==> config.mk <==
export PLATFORM = sky130hd
export DESIGN_NAME = jtcop_dtack_flat
export DESIGN_NICKNAME = d
export VERILOG_FILES = /design/src/rtl/jtcop_dtack_if.sv /design/src/rtl/jtcop_dtack.sv /design/src/flat_wrapper.sv
export SDC_FILE = /design/constraint.sdc
export NUM_CORES = 1
export LEC_CHECK = 0
export CORE_MARGIN = 3
export CORE_UTILIZATION = 45
export CTS_CLUSTER_DIAMETER = 80
export CTS_CLUSTER_SIZE = 10
export DETAILED_ROUTE_END_ITERATION = 10
export PLACE_DENSITY = 0.72
export REMOVE_ABC_BUFFERS = 1
export SYNTH_ARGS = -nofsm -noshare
export SYNTH_HDL_FRONTEND = slang
export SYNTH_SLANG_ARGS = --single-unit
==> constraint.sdc <==
create_clock -name clk -period 5.32 [get_ports clk]
set_input_delay 0.532 -clock clk [delete_from_list [all_inputs] [get_ports clk]]
set_output_delay 0.532 -clock clk [all_outputs]
set_load 0.005 [all_outputs]
==> src/rtl/jtcop_dtack_if.sv <==
// Bus bundle between the main CPU decoder / SDRAM arbiter and the 68000 cen/DTACKn generator.
// The slave side is the DTACK block; the master side is whatever drives the CPU bus signals.
interface jtcop_dtack_if #(
  parameter int W = 5
);
  logic [W-1:0] cen_num;
  logic [W-1:0] cen_den;
  logic         ASn;
  logic         bus_cs;
  logic         bus_ok;
  logic         bus_busy;
  logic         cpu_cen;
  logic         cpu_cenb;
  logic         DTACKn;
  logic [W-1:0] miss;

  modport master (
    output cen_num, cen_den, ASn, bus_cs, bus_ok, bus_busy,
    input  cpu_cen, cpu_cenb, DTACKn, miss
  );

  modport slave (
    input  cen_num, cen_den, ASn, bus_cs, bus_ok, bus_busy,
    output cpu_cen, cpu_cenb, DTACKn, miss
  );
endinterface

==> src/rtl/jtcop_dtack.sv <==
// 68000 clock-enable generator with a fractional divider, and DTACKn handshake that freezes the
// CPU while an SDRAM access is pending and can repay the suppressed ticks once the stall ends.
//
//   state   | meaning
//   PH_CEN  | next emitted tick drives cpu_cen (rising CPU phase)
//   PH_CENB | next emitted tick drives cpu_cenb (falling CPU phase)
module jtcop_dtack #(
  parameter int W        = 5,
  parameter bit RECOVERY = 1'b1
) (
  input  logic          clk,
  input  logic          rst,
  jtcop_dtack_if.slave  bus
);

  typedef enum logic {
    PH_CEN  = 1'b0,
    PH_CENB = 1'b1
  } phase_t;

  localparam logic [W-1:0] MISS_MAX = {W{1'b1}};
  localparam logic [W-1:0] ONE      = {{(W-1){1'b0}}, 1'b1};

  phase_t       phase, phase_nxt;
  logic [W-1:0] acc, acc_nxt;
  logic [W-1:0] miss_q, miss_nxt;
  logic [W:0]   sum, diff;
  logic         due, stall, rec, tick;
  logic         cs_l;
  logic         cen_q, cenb_q, cen_nxt, cenb_nxt;
  logic         dtack_q, dtack_nxt;

  // divider arithmetic is one bit wider so num+acc never wraps before the compare
  always_comb begin
    sum     = {1'b0, acc} + {1'b0, bus.cen_num};
    diff    = sum - {1'b0, bus.cen_den};
    due     = sum >= {1'b0, bus.cen_den};
    acc_nxt = due ? diff[W-1:0] : sum[W-1:0];
  end

  // bus_ok is only trusted once the select has been seen for a full clk
  always_comb begin
    stall = bus.bus_busy | (~bus.ASn & bus.bus_cs & ~(bus.bus_ok & cs_l));
    rec   = RECOVERY && !stall && !due && (miss_q != '0) && !(cen_q || cenb_q);
    tick  = (!stall && due) || rec;
  end

  always_comb begin
    miss_nxt = miss_q;
    if (RECOVERY) begin
      if (stall && due) begin
        if (miss_q != MISS_MAX) miss_nxt = miss_q + ONE;
      end else if (rec) begin
        miss_nxt = miss_q - ONE;
      end
    end
  end

  always_comb begin
    phase_nxt = phase;
    cen_nxt   = 1'b0;
    cenb_nxt  = 1'b0;
    if (tick) begin
      case (phase)
        PH_CEN: begin
          cen_nxt   = 1'b1;
          phase_nxt = PH_CENB;
        end
        PH_CENB: begin
          cenb_nxt  = 1'b1;
          phase_nxt = PH_CEN;
        end
        default: phase_nxt = PH_CEN;
      endcase
    end
  end

  // ASn high always releases DTACKn; otherwise it latches low after a clean falling phase
  always_comb begin
    dtack_nxt = dtack_q;
    if (bus.ASn) begin
      dtack_nxt = 1'b1;
    end else if (cenb_q && !stall) begin
      dtack_nxt = 1'b0;
    end
  end

  always_ff @(posedge clk) begin
    if (rst) begin
      phase <= PH_CEN;
    end else begin
      phase <= phase_nxt;
    end
  end

  always_ff @(posedge clk) begin
    if (rst) begin
      acc     <= '0;
      miss_q  <= '0;
      cs_l    <= 1'b0;
      cen_q   <= 1'b0;
      cenb_q  <= 1'b0;
      dtack_q <= 1'b1;
    end else begin
      acc     <= acc_nxt;
      miss_q  <= miss_nxt;
      cs_l    <= bus.bus_cs;
      cen_q   <= cen_nxt;
      cenb_q  <= cenb_nxt;
      dtack_q <= dtack_nxt;
    end
  end

  assign bus.cpu_cen  = cen_q;
  assign bus.cpu_cenb = cenb_q;
  assign bus.DTACKn   = dtack_q;
  assign bus.miss     = miss_q;

endmodule

==> src/flat_wrapper.sv <==
// flat-port wrapper written by rule: the top's interface ports become plain ports
module jtcop_dtack_flat 
#(
  parameter int W        = 5,
  parameter bit RECOVERY = 1'b1
)
  (clk, rst, bus_cen_num, bus_cen_den, bus_ASn, bus_bus_cs, bus_bus_ok, bus_bus_busy, bus_cpu_cen, bus_cpu_cenb, bus_DTACKn, bus_miss);
  jtcop_dtack_if #(.W(W)) bus_i ();
  input  logic clk;
  input  logic rst;
  input wire logic [$bits(bus_i.cen_num)-1:0] bus_cen_num;
  input wire logic [$bits(bus_i.cen_den)-1:0] bus_cen_den;
  input wire logic [$bits(bus_i.ASn)-1:0] bus_ASn;
  input wire logic [$bits(bus_i.bus_cs)-1:0] bus_bus_cs;
  input wire logic [$bits(bus_i.bus_ok)-1:0] bus_bus_ok;
  input wire logic [$bits(bus_i.bus_busy)-1:0] bus_bus_busy;
  output wire logic [$bits(bus_i.cpu_cen)-1:0] bus_cpu_cen;
  output wire logic [$bits(bus_i.cpu_cenb)-1:0] bus_cpu_cenb;
  output wire logic [$bits(bus_i.DTACKn)-1:0] bus_DTACKn;
  output wire logic [$bits(bus_i.miss)-1:0] bus_miss;
  assign bus_i.cen_num = bus_cen_num;
  assign bus_i.cen_den = bus_cen_den;
  assign bus_i.ASn = bus_ASn;
  assign bus_i.bus_cs = bus_bus_cs;
  assign bus_i.bus_ok = bus_bus_ok;
  assign bus_i.bus_busy = bus_bus_busy;
  assign bus_cpu_cen = bus_i.cpu_cen;
  assign bus_cpu_cenb = bus_i.cpu_cenb;
  assign bus_DTACKn = bus_i.DTACKn;
  assign bus_miss = bus_i.miss;
  jtcop_dtack #(.W(W), .RECOVERY(RECOVERY)) u_core (.clk(clk), .rst(rst), .bus(bus_i));
endmodule
; ---- Word-level counts from Yosys, hierarchy flattened
; Cells that the tools add are included.
; Widths: inputs -> output; s select.
[classes]
bitwise_logic = 8
div_mod_pow = 0
n_addsub = 4
reduce_logical = 16
n_eq_ne = 2
muxes = 7
multipliers = 0
shift = 0
n_lt_le_gt_ge = 1
[ops]
columns = operator, count
row1 = $mux 5, 4
row2 = $add 5x5->6, 1
row3 = $ge 6x5->1, 1
row4 = $logic_and 1x1->1, 6
row5 = $add 5x1->5 const B, 1
row6 = $ne 5x5->1 const B, 1
row7 = $reduce_bool 5->1, 1
row8 = $sub 5x1->5 const B, 1
row9 = $sub 5x5->5, 1
row10 = $not 1->1, 4
row11 = $reduce_or 2->1, 2
row12 = $and 1x1->1, 3
row13 = $logic_not 1->1, 3
row14 = $logic_or 1x1->1, 2
row15 = $mux 1, 2
row16 = $ne 2x2->1 const B, 1
row17 = $pmux 1 s2, 1
row18 = $reduce_and 2->1, 1
row19 = $reduce_bool 2->1, 1
row20 = $or 1x1->1, 1
[word_totals]
elab_cells = 45
rom_bits = 0
mem_bits_rw = 0
mem_count = 0
latch_bits = 0
input_bits = 16
output_inout_bits = 8
reg_bits = 15

; ---- Longest topological paths before layout
; Gate-level depths: netlist of run 1.
[logic_depth]
word_depth = 11
depth_mapped = 19

; ---- Least setup slack after synthesis of run 1
; No wires, ideal clock.
[synth_path]
kind = input-to-reg
start = input port bus_cen_num[0]
end = register u_core.miss_q[4], in the netlist u_core.bus.miss[4]
t_required_ns = 5.249
n_path_buf = 0
path_stages = 19
arrival_ns = 3.841
slack_ns = 1.409
setup_time_ns = 0.071
cell_sequence = ha_1 > inv_1 > fa_1 > inv_1 > a21o_1 > a21oi_1 > xnor2_1 > ha_1 > a211oi_2 > nand2_2 > o31ai_1 > inv_1 > fa_1 > inv_1 > a21o_1 > a21oi_1 > xor2_1 > or3_1 > a21oi_1
[synth_between]
elab_chain_cells = 8
word_cells_on_any_way = 11
[synth_rtl]
columns = element, line_no
row1 = "start, declared", flat_wrapper.sv:11  ; input wire logic [$bits(bus_i.cen_num)-1:0] bus_cen_num;
row2 = $add 5x5->6 *, jtcop_dtack.sv:35  ; sum = {1'b0, acc} + {1'b0, bus.cen_num};
row3 = $ge 6x5->1 *, jtcop_dtack.sv:37  ; due = sum >= {1'b0, bus.cen_den};
row4 = $logic_not 1->1, jtcop_dtack.sv:44  ; rec = RECOVERY && !stall && !due && (miss_q != '0) && !(cen_q || cenb_q);
row5 = $logic_and 1x1->1 (3 in a row), jtcop_dtack.sv:44
row6 = $reduce_bool 2->1 (no source line), --
row7 = $reduce_and 2->1 (no source line), --
row8 = "end signal, assigned", jtcop_dtack.sv:106  ; miss_q <= miss_nxt;
row9 = "end, declared", jtcop_dtack.sv:26  ; logic [W-1:0] miss_q, miss_nxt;
; Every way passes the cells marked *; elsewhere a longest branch is shown, timed or not.
; A chain may end at the register's enable or synchronous reset.

; ---- Final worst setup path of run 1
; Same ends and word-level chain as after synthesis.

==> summary.md, run 1 <==
| Metric | Value |
|---|---|
| Crit-path cells | clkdlybuf4s50_1 > ha_1 > inv_1 > fa_1 > inv_1 > a21o_1 > a21oi_1 > xnor2_1 > ha_1 > a211oi_2 > nand2_2 > o31ai_1 > inv_1 > fa_1 > inv_1 > a21o_1 > a21oi_1 > xor2_1 > or3_1 > a21oi_1 |
| Initial core utilization | roughly half |
| Slowest-stage cell, CP | o31ai_1 |
| Setup Skew | around 2.9 ps |
| GRT Resource Usage Total | between 10% and 20% |
| Final wirelength | approximately 2.3 mm |
| Register area share after synthesis | between 20% and 30% |
| # diodes | 0 |
| Status | finished clean |
| RD Place Congestion | between 0.8 and 0.9 |
| Initial DRC Count | 5 |
| Met1 usage | roughly a fifth |
| Clk sinks | 15 |
| Initial antenna violation count | 0 |
| Die Ht | 55.19 um |
| Core ar. | about 2300 um^2 |
| Final setup violation count | 0 |
| Seq cells post-synth | 15 |
| Peak VDD IR | about 0.00035 V |
| Top Ports | 24 |
| H-tree lvl count | 1 |
| Vias/cell | 5.250 |
| Worst r2r src | u_core.acc[0]$_SDFF_PP0_ |
| Least-Margin Pin Slew | 762.8 ps |
| Layout cell share with drive strength beyond 1 | under 10% |
| Clk root buf | clkbuf_4 |
| Average size of a mapped cell | about 8.6 um^2 |
| F_max | ~220 MHz |
| FP Rows | 17 |
| Cell variety after synth | 32 |
| Final critical-path share of the clock period | 84.10% |
| Avg WL per Cell | between 10 and 15 um |
| HP Class | flip-flop to flip-flop |
| PD cells | around 600 nW/um^2 |
| Syn Std Cell Area | ~1100 um^2 |
| Worst Slack Setup Final | between 800 and 900 ps |
| Busiest layer in global routing | met2 |
| Crit-path max cell delay | 680 ps |
| TritonCTS clock tree | yes |
| Crit path DAT | roughly 4700 ps |
| Critical path class | input port to flip-flop |
| # nets final | 186 |
| Worst-path clk slew | about 90 ps |
| Port bufs | 23 |
| Vias in the first global route | roughly 950 |
| DR pass1 iterations | 4 |
| Final min period | roughly 4500 ps |
| Max Cap Violations | 0 |
| Number of buffers created by CTS | 3 |
| Hold path startpoint | u_core.phase$_SDFFE_PP0P_ |
| Clock Latency Late Sink | approximately 280 ps |
| Worst setup EP type | flip-flop |
| WHS | roughly 460 ps |
| Area delta synth->final | 26.55% |
| Met2 Use GR | 31.30% |
| Clock buffer depth | 2 |
| Most used cell, CP | inv_1 |
| Pre-CTS setup slack | around 570 ps |
| Sum Neg Setup Slack | 0 ps |
| Gr ovfl total | 0 |
| Routed via count | around 950 |
| CP Data Required Time | ~5500 ps |
| Leak | ~0.64 nW |
| Post CTS Setup Buffer Count | 0 |
| Hold buffer count at cts | 0 |
| Die W | roughly 55 um |
| # DRC | 0 |
| RSZ-0062 raised after global routing | false |
| Dpl hpwl | 1.827 mm |
| Max-Slew Margin vs Limit | between 40% and 50% |
| Critical path startpoint | bus_cen_num[0] |
| Post-Syn Instances | between 100 and 150 |
| Fin. max-slew vios | 0 |
| M3 GR Usage | 5.630% |
| Critical path peak fanout | 6 |
| Critical path launch point type | input port |
| Post-DRT Antenna Nets | 0 |
| Die Footprint | 3045 um^2 |
| Largest net degree at the start of global routing | 16 |
| Final hold vios | 0 |
| CTS resizes | 0 |
| First-pass GRT wire length | approximately 3.8 mm |
| Yosys warns | 0 |
## worst max-delay path, delay by kind of cell
kind / cells / cell delay, ps
and+or+nand+nor: 2 / 430
xor gates and xnor gates: 2 / 300
AOI/OAI and AO/OA: 7 / 1400
buffers and inverters: 5 / 810
adders and majority gates: 4 / 1220
## area by class of cell
class,instances,area [um^2]
clock buffers,3,22.52
clock inverters,1,5.005
fillers,219,877.1
inverters,17,63.81
multi-input cells,93,720.7
flip-flops and latches,15,300.3
well taps,28,35.03
repair buffers,23,230.2
## report_power, final
| part | internal (mW) | leakage [nW] | switching, mW |
|---|---|---|---|
| combinational | 0.279 | 0.496 | 0.307 |
| sequential | 0.149 | 0.124 | 0.0259 |
| clock | 0.0279 | 0.0177 | 0.0357 |
| total | 0.455 | 0.637 | 0.369 |
## through the flow
step | instance area, um^2 | total power, mW | cells | util, %
detailed placement | 1350 | 0.7599 | 176 | 59.88
floorplan | 1085 | 0.6274 | 125 | -
global placement | 1350 | 0.7372 | 176 | 59.88
finish | 1378 | 0.8241 | 180 | 61.10
global route | 1378 | 0.9236 | 180 | 61.10
CTS | 1378 | 0.8334 | 180 | 61.10
## sequential cells by signal (all words and copies together) (netlist names)
| name | flops |
|---|---|
| u_core.acc | 5 |
| u_core.bus.DTACKn | 1 |
| u_core.bus.cpu_cen | 1 |
| u_core.bus.cpu_cenb | 1 |
| u_core.bus.miss | 5 |
| u_core.cs_l | 1 |
| u_core.phase | 1 |
## cells by family after synthesis
logic type	count (synthesis)	synth area share, %
and+or+nand+nor	36	16.55
AOI/OAI and AO/OA	25	15.06
buffers and inverters	18	6.206
adders and majority gates	17	21.61
DFF	15	27.59
xor gates and xnor gates	10	8.047
muxes	5	4.942
## synth_stat cells, drive strengths merged
| library cell | number | share of area (%) |
|---|---|---|
| inv | 17 | 5.9 |
| dfxtp | 15 | 28 |
| nor2 | 15 | 5.2 |
| ha | 14 | 16 |
| a21oi | 11 | 5.4 |
| xnor2 | 7 | 5.6 |
| nand2 | 6 | 2.3 |
| mux2i | 5 | 4.9 |
| nand3 | 5 | 2.3 |
| a21o | 4 | 2.9 |
| a31oi | 3 | 1.7 |
| fa | 3 | 5.5 |
| nor2b | 3 | 1.7 |
| xor2 | 3 | 2.4 |
| a211oi | 2 | 1.8 |
| nor3 | 2 | 2.0 |
| o21ai | 2 | 0.92 |
| a211o | 1 | 0.80 |
| a31o | 1 | 0.80 |
| and3 | 1 | 0.58 |
| clkbuf | 1 | 0.34 |
| nand4 | 1 | 0.58 |
| nor3b | 1 | 0.69 |
| o31ai | 1 | 0.69 |
| or3 | 1 | 0.58 |
| or4 | 1 | 0.69 |
## worst paths after layout
kind / endpoint / slack [ps] / cells after the start
setup / recovery: u_core.bus.miss[4]$_SDFFE_PP0P_ / 850 / 20
hold / removal: u_core.bus.cpu_cen$_SDFF_PP0_ / 460 / 1
hold reg to reg: u_core.bus.cpu_cen$_SDFF_PP0_ / 460 / 1
setup reg to reg: u_core.bus.miss[4]$_SDFFE_PP0P_ / 1240 / 19
## cell usage in the layout (no fill, tap or decap)
master,instances
a31oi_1,3
a21o_2,1
a21oi_1,10
xor2_1,3
nand2_1,5
xnor2_1,7
nor2_1,15
o21ai_0,2
nand2_2,1
or3_1,1
a211o_1,1
nor3_4,1
a21o_1,3
nor3b_1,1
nand3_1,5
or4_1,1
a21oi_2,1
and3_1,1
ha_1,14
fa_1,3
clkinv_2,1
clkbuf_4,3
a31o_2,1
clkdlybuf4s50_1,23
mux2i_1,4
inv_1,17
nor3_1,1
nor2b_1,3
mux2i_2,1
a211oi_1,1
a211oi_2,1
o31ai_1,1
nand4_1,1
dfxtp_1,15
## metal layers
metal / up-vias / share of wire [%]
met2: 20 / 49
met1: 440 / 45
li1: 485 / -
met3: 0 / 5.6
met4: 0 / 0
met5: - / 0
Power figures use the tool's default switching activity.
==> run 2: changes to the inputs <==
PLACE_DENSITY = 0.75   (was 0.72)
clock period = 3.6 ns   (was 5.32 ns; I/O delays follow)
==> summary.md, run 2 (same netlist as run 1, synthesis figures left out) <==
| Metric | Value |
|---|---|
| Gr ovfl total | 0 |
| Final min period | 3463 ps |
| # diodes | 0 |
| Avg WL per Cell | 15.14 um |
| Most used cell, CP | inv_2 |
| Clock buffer depth | 2 |
| # DRC | 0 |
| Hold path startpoint | u_core.bus.DTACKn$_SDFFE_PP1P_ |
| F_max | between 200 and 300 MHz |
| Worst-path clk slew | 100 ps |
| Met2 Use GR | approximately two fifths |
| RD Place Congestion | approximately 0.81 |
| R2R setup slack | around 140 ps |
| Die Footprint | just over 3000 um^2 |
| Clk sinks | 15 |
| H-tree lvl count | 1 |
| Clk root buf | clkbuf_4 |
| Total power | roughly 1.8 mW |
| Critical path peak fanout | 2 |
| Max Cap Violations | 0 |
| WHS | about 480 ps |
| Crit path DAT | 3690 ps |
| Fin. max-slew vios | 0 |
| HP Class | flip-flop to flip-flop |
| PD cells | 1022 nW/um^2 |
| Setup Skew | ~6.1 ps |
| Top Ports | 24 |
| R2R depth | 19 |
| Critical path class | flip-flop to flip-flop |
| DR pass1 iterations | 4 |
| FP Rows | 17 |
| Max-Slew Margin vs Limit | roughly three fifths |
| Vias in the first global route | about 1000 |
| Sum Neg Setup Slack | 0 ps |
| Initial DRC Count | 9 |
| Hold Path Depth | 1 |
| Reg2reg end | u_core.bus.miss[4]$_SDFFE_PP0P_ |
| Crit-path max cell delay | about 350 ps |
| Area delta synth->final | 57.36% |
| Largest net degree at the start of global routing | 16 |
| Initial core utilization | 48.28% |
| Vias/cell | about 5.2 |
| Final setup violation count | 0 |
| Critical path launch point type | flip-flop |
| Core ar. | approximately 2300 um^2 |
| Leak | ~0.79 nW |
| Clock Latency Late Sink | approximately 300 ps |
| First-pass GRT wire length | ~4.5 mm |
| Worst setup EP type | flip-flop |
| Number of buffers created by CTS | 3 |
| Worst r2r src | u_core.acc[0]$_SDFF_PP0_ |
| WHS Endpoint | u_core.bus.DTACKn$_SDFFE_PP1P_ |
| Least-Margin Pin Slew | 598.2 ps |
| Final wirelength | approximately 3.2 mm |
| Placed Area | ~1500 um^2 |
| Status | finished clean |
| Hold buffer count at cts | 0 |
| Initial antenna violation count | 0 |
| Die Ht | ~55 um |
| GRT Resource Usage Total | between 20% and 30% |
| Met1 usage | around 25% |
| CP Data Required Time | roughly 3800 ps |
| Crit-path cells | ha_4 > inv_2 > fa_2 > inv_2 > a21o_1 > a21oi_2 > xnor2_2 > ha_2 > a211oi_2 > nand2_2 > o31ai_4 > inv_2 > fa_2 > inv_1 > a21o_1 > a21oi_2 > xor2_1 > or3_1 > a21oi_1 |
| Slowest-stage cell, CP | dfxtp_2 |
| TritonCTS clock tree | yes |
| Layout cell share with drive strength beyond 1 | around a third |
| M3 GR Usage | under 10% |
| Util after Layout | 75.97% |
| Commonest cells after routing, fill and taps aside | 29 x buf_4, 20 x clkdlybuf4s50_1, 15 x nor2_1 |
| Final Cell Area | roughly 1700 um^2 |
| Dpl hpwl | between 2 and 2.5 mm |
| Post-DRT Antenna Nets | 0 |
| Commonest non-fill, non-tap cell in the layout | buf_4 |
| Port bufs | 23 |
| Final critical-path share of the clock period | a little over nine tenths |
| # nets final | ~220 |
| Die W | around 55 um |
| Peak VDD IR | a little over 0.0007 V |
| Busiest layer in global routing | met2 |
| Final hold vios | 0 |
| Routed via count | 1093 |
-- run 2: cell types whose count changed in the layout (fill, tap and decap cells not counted), moves of 3 or more --
cell,previous run,this run
inv_1,17,13
inv_2,0,4
buf_4,0,29
clkdlybuf4s50_1,23,20
a21oi_2,1,4
ha_1,14,9
ha_4,0,4
a21oi_1,10,7
-- run 2: worst max-delay path: cells and delay by family (launching register included) --
kind | cells | cell delay, ps
flops | 1 | 350
simple gates | 2 | 420
buf+inv | 4 | 220
compound gates | 7 | 1070
fa+ha+maj | 4 | 1020
xor+xnor | 2 | 330
-- run 2: area by class of cell --
class / count / area (um^2)
multi-input cells: 93 / 838.3
inverters: 17 / 63.81
flip-flops and latches: 15 / 301.5
repair buffers: 52 / 447.9
fillers: 173 / 541.8
clock buffers: 4 / 26.28
well taps: 28 / 35.03
-- run 2: per-layer routing --
metal  routed length, um  part of all wire [%]
met1                1368                    43
met2                1589                    50
met3                 154                   4.9
met4                  52                   1.6
met5                   0                     0
-- run 2: per-stage QoR --
stage / std cells / setup slack, ps
floorplan: 125 / -138.5
global placement: 195 / -340.1
detailed placement: 195 / -504.1
CTS: 207 / 11.32
global route: 209 / -39.04
finish: 209 / 137.4
-- run 2: what timing repair did --
action,CTS,global route
setup buffers,8,2
pin swaps,19,16
endpoints found under the setup margin,1,2
gates resized for setup,18,8
-- run 2: report_power, final --
group,switching [mW],internal [mW]
Clock,0.0619,0.0432
Sequential,0.0456,0.221
Combinational,0.628,0.751
Total,0.735,1.01
-- run 2: worst max-delay path by stage --
stage                             start                              end  slack [ps]  depth (start not counted)
2_1_floorplan            bus_cen_num[0]  u_core.bus.miss[4]$_SDFFE_PP0P_        -140                         19
3_3_place_gp             bus_cen_num[0]  u_core.bus.miss[4]$_SDFFE_PP0P_        -340                         20
3_5_place_dp             bus_cen_num[0]  u_core.bus.miss[4]$_SDFFE_PP0P_        -500                         19
4_1_cts                  bus_cen_num[2]  u_core.bus.miss[4]$_SDFFE_PP0P_          10                         17
5_1_grt        u_core.acc[0]$_SDFF_PP0_  u_core.bus.miss[4]$_SDFFE_PP0P_         -40                         18
6_report       u_core.acc[0]$_SDFF_PP0_  u_core.bus.miss[4]$_SDFFE_PP0P_         140                         19
==> run 3: changes to the inputs <==
CAP_MARGIN = 0   (was default)
==> results of run 3 <==
The final DEF is identical to that of run 2; final timing and power are the same.
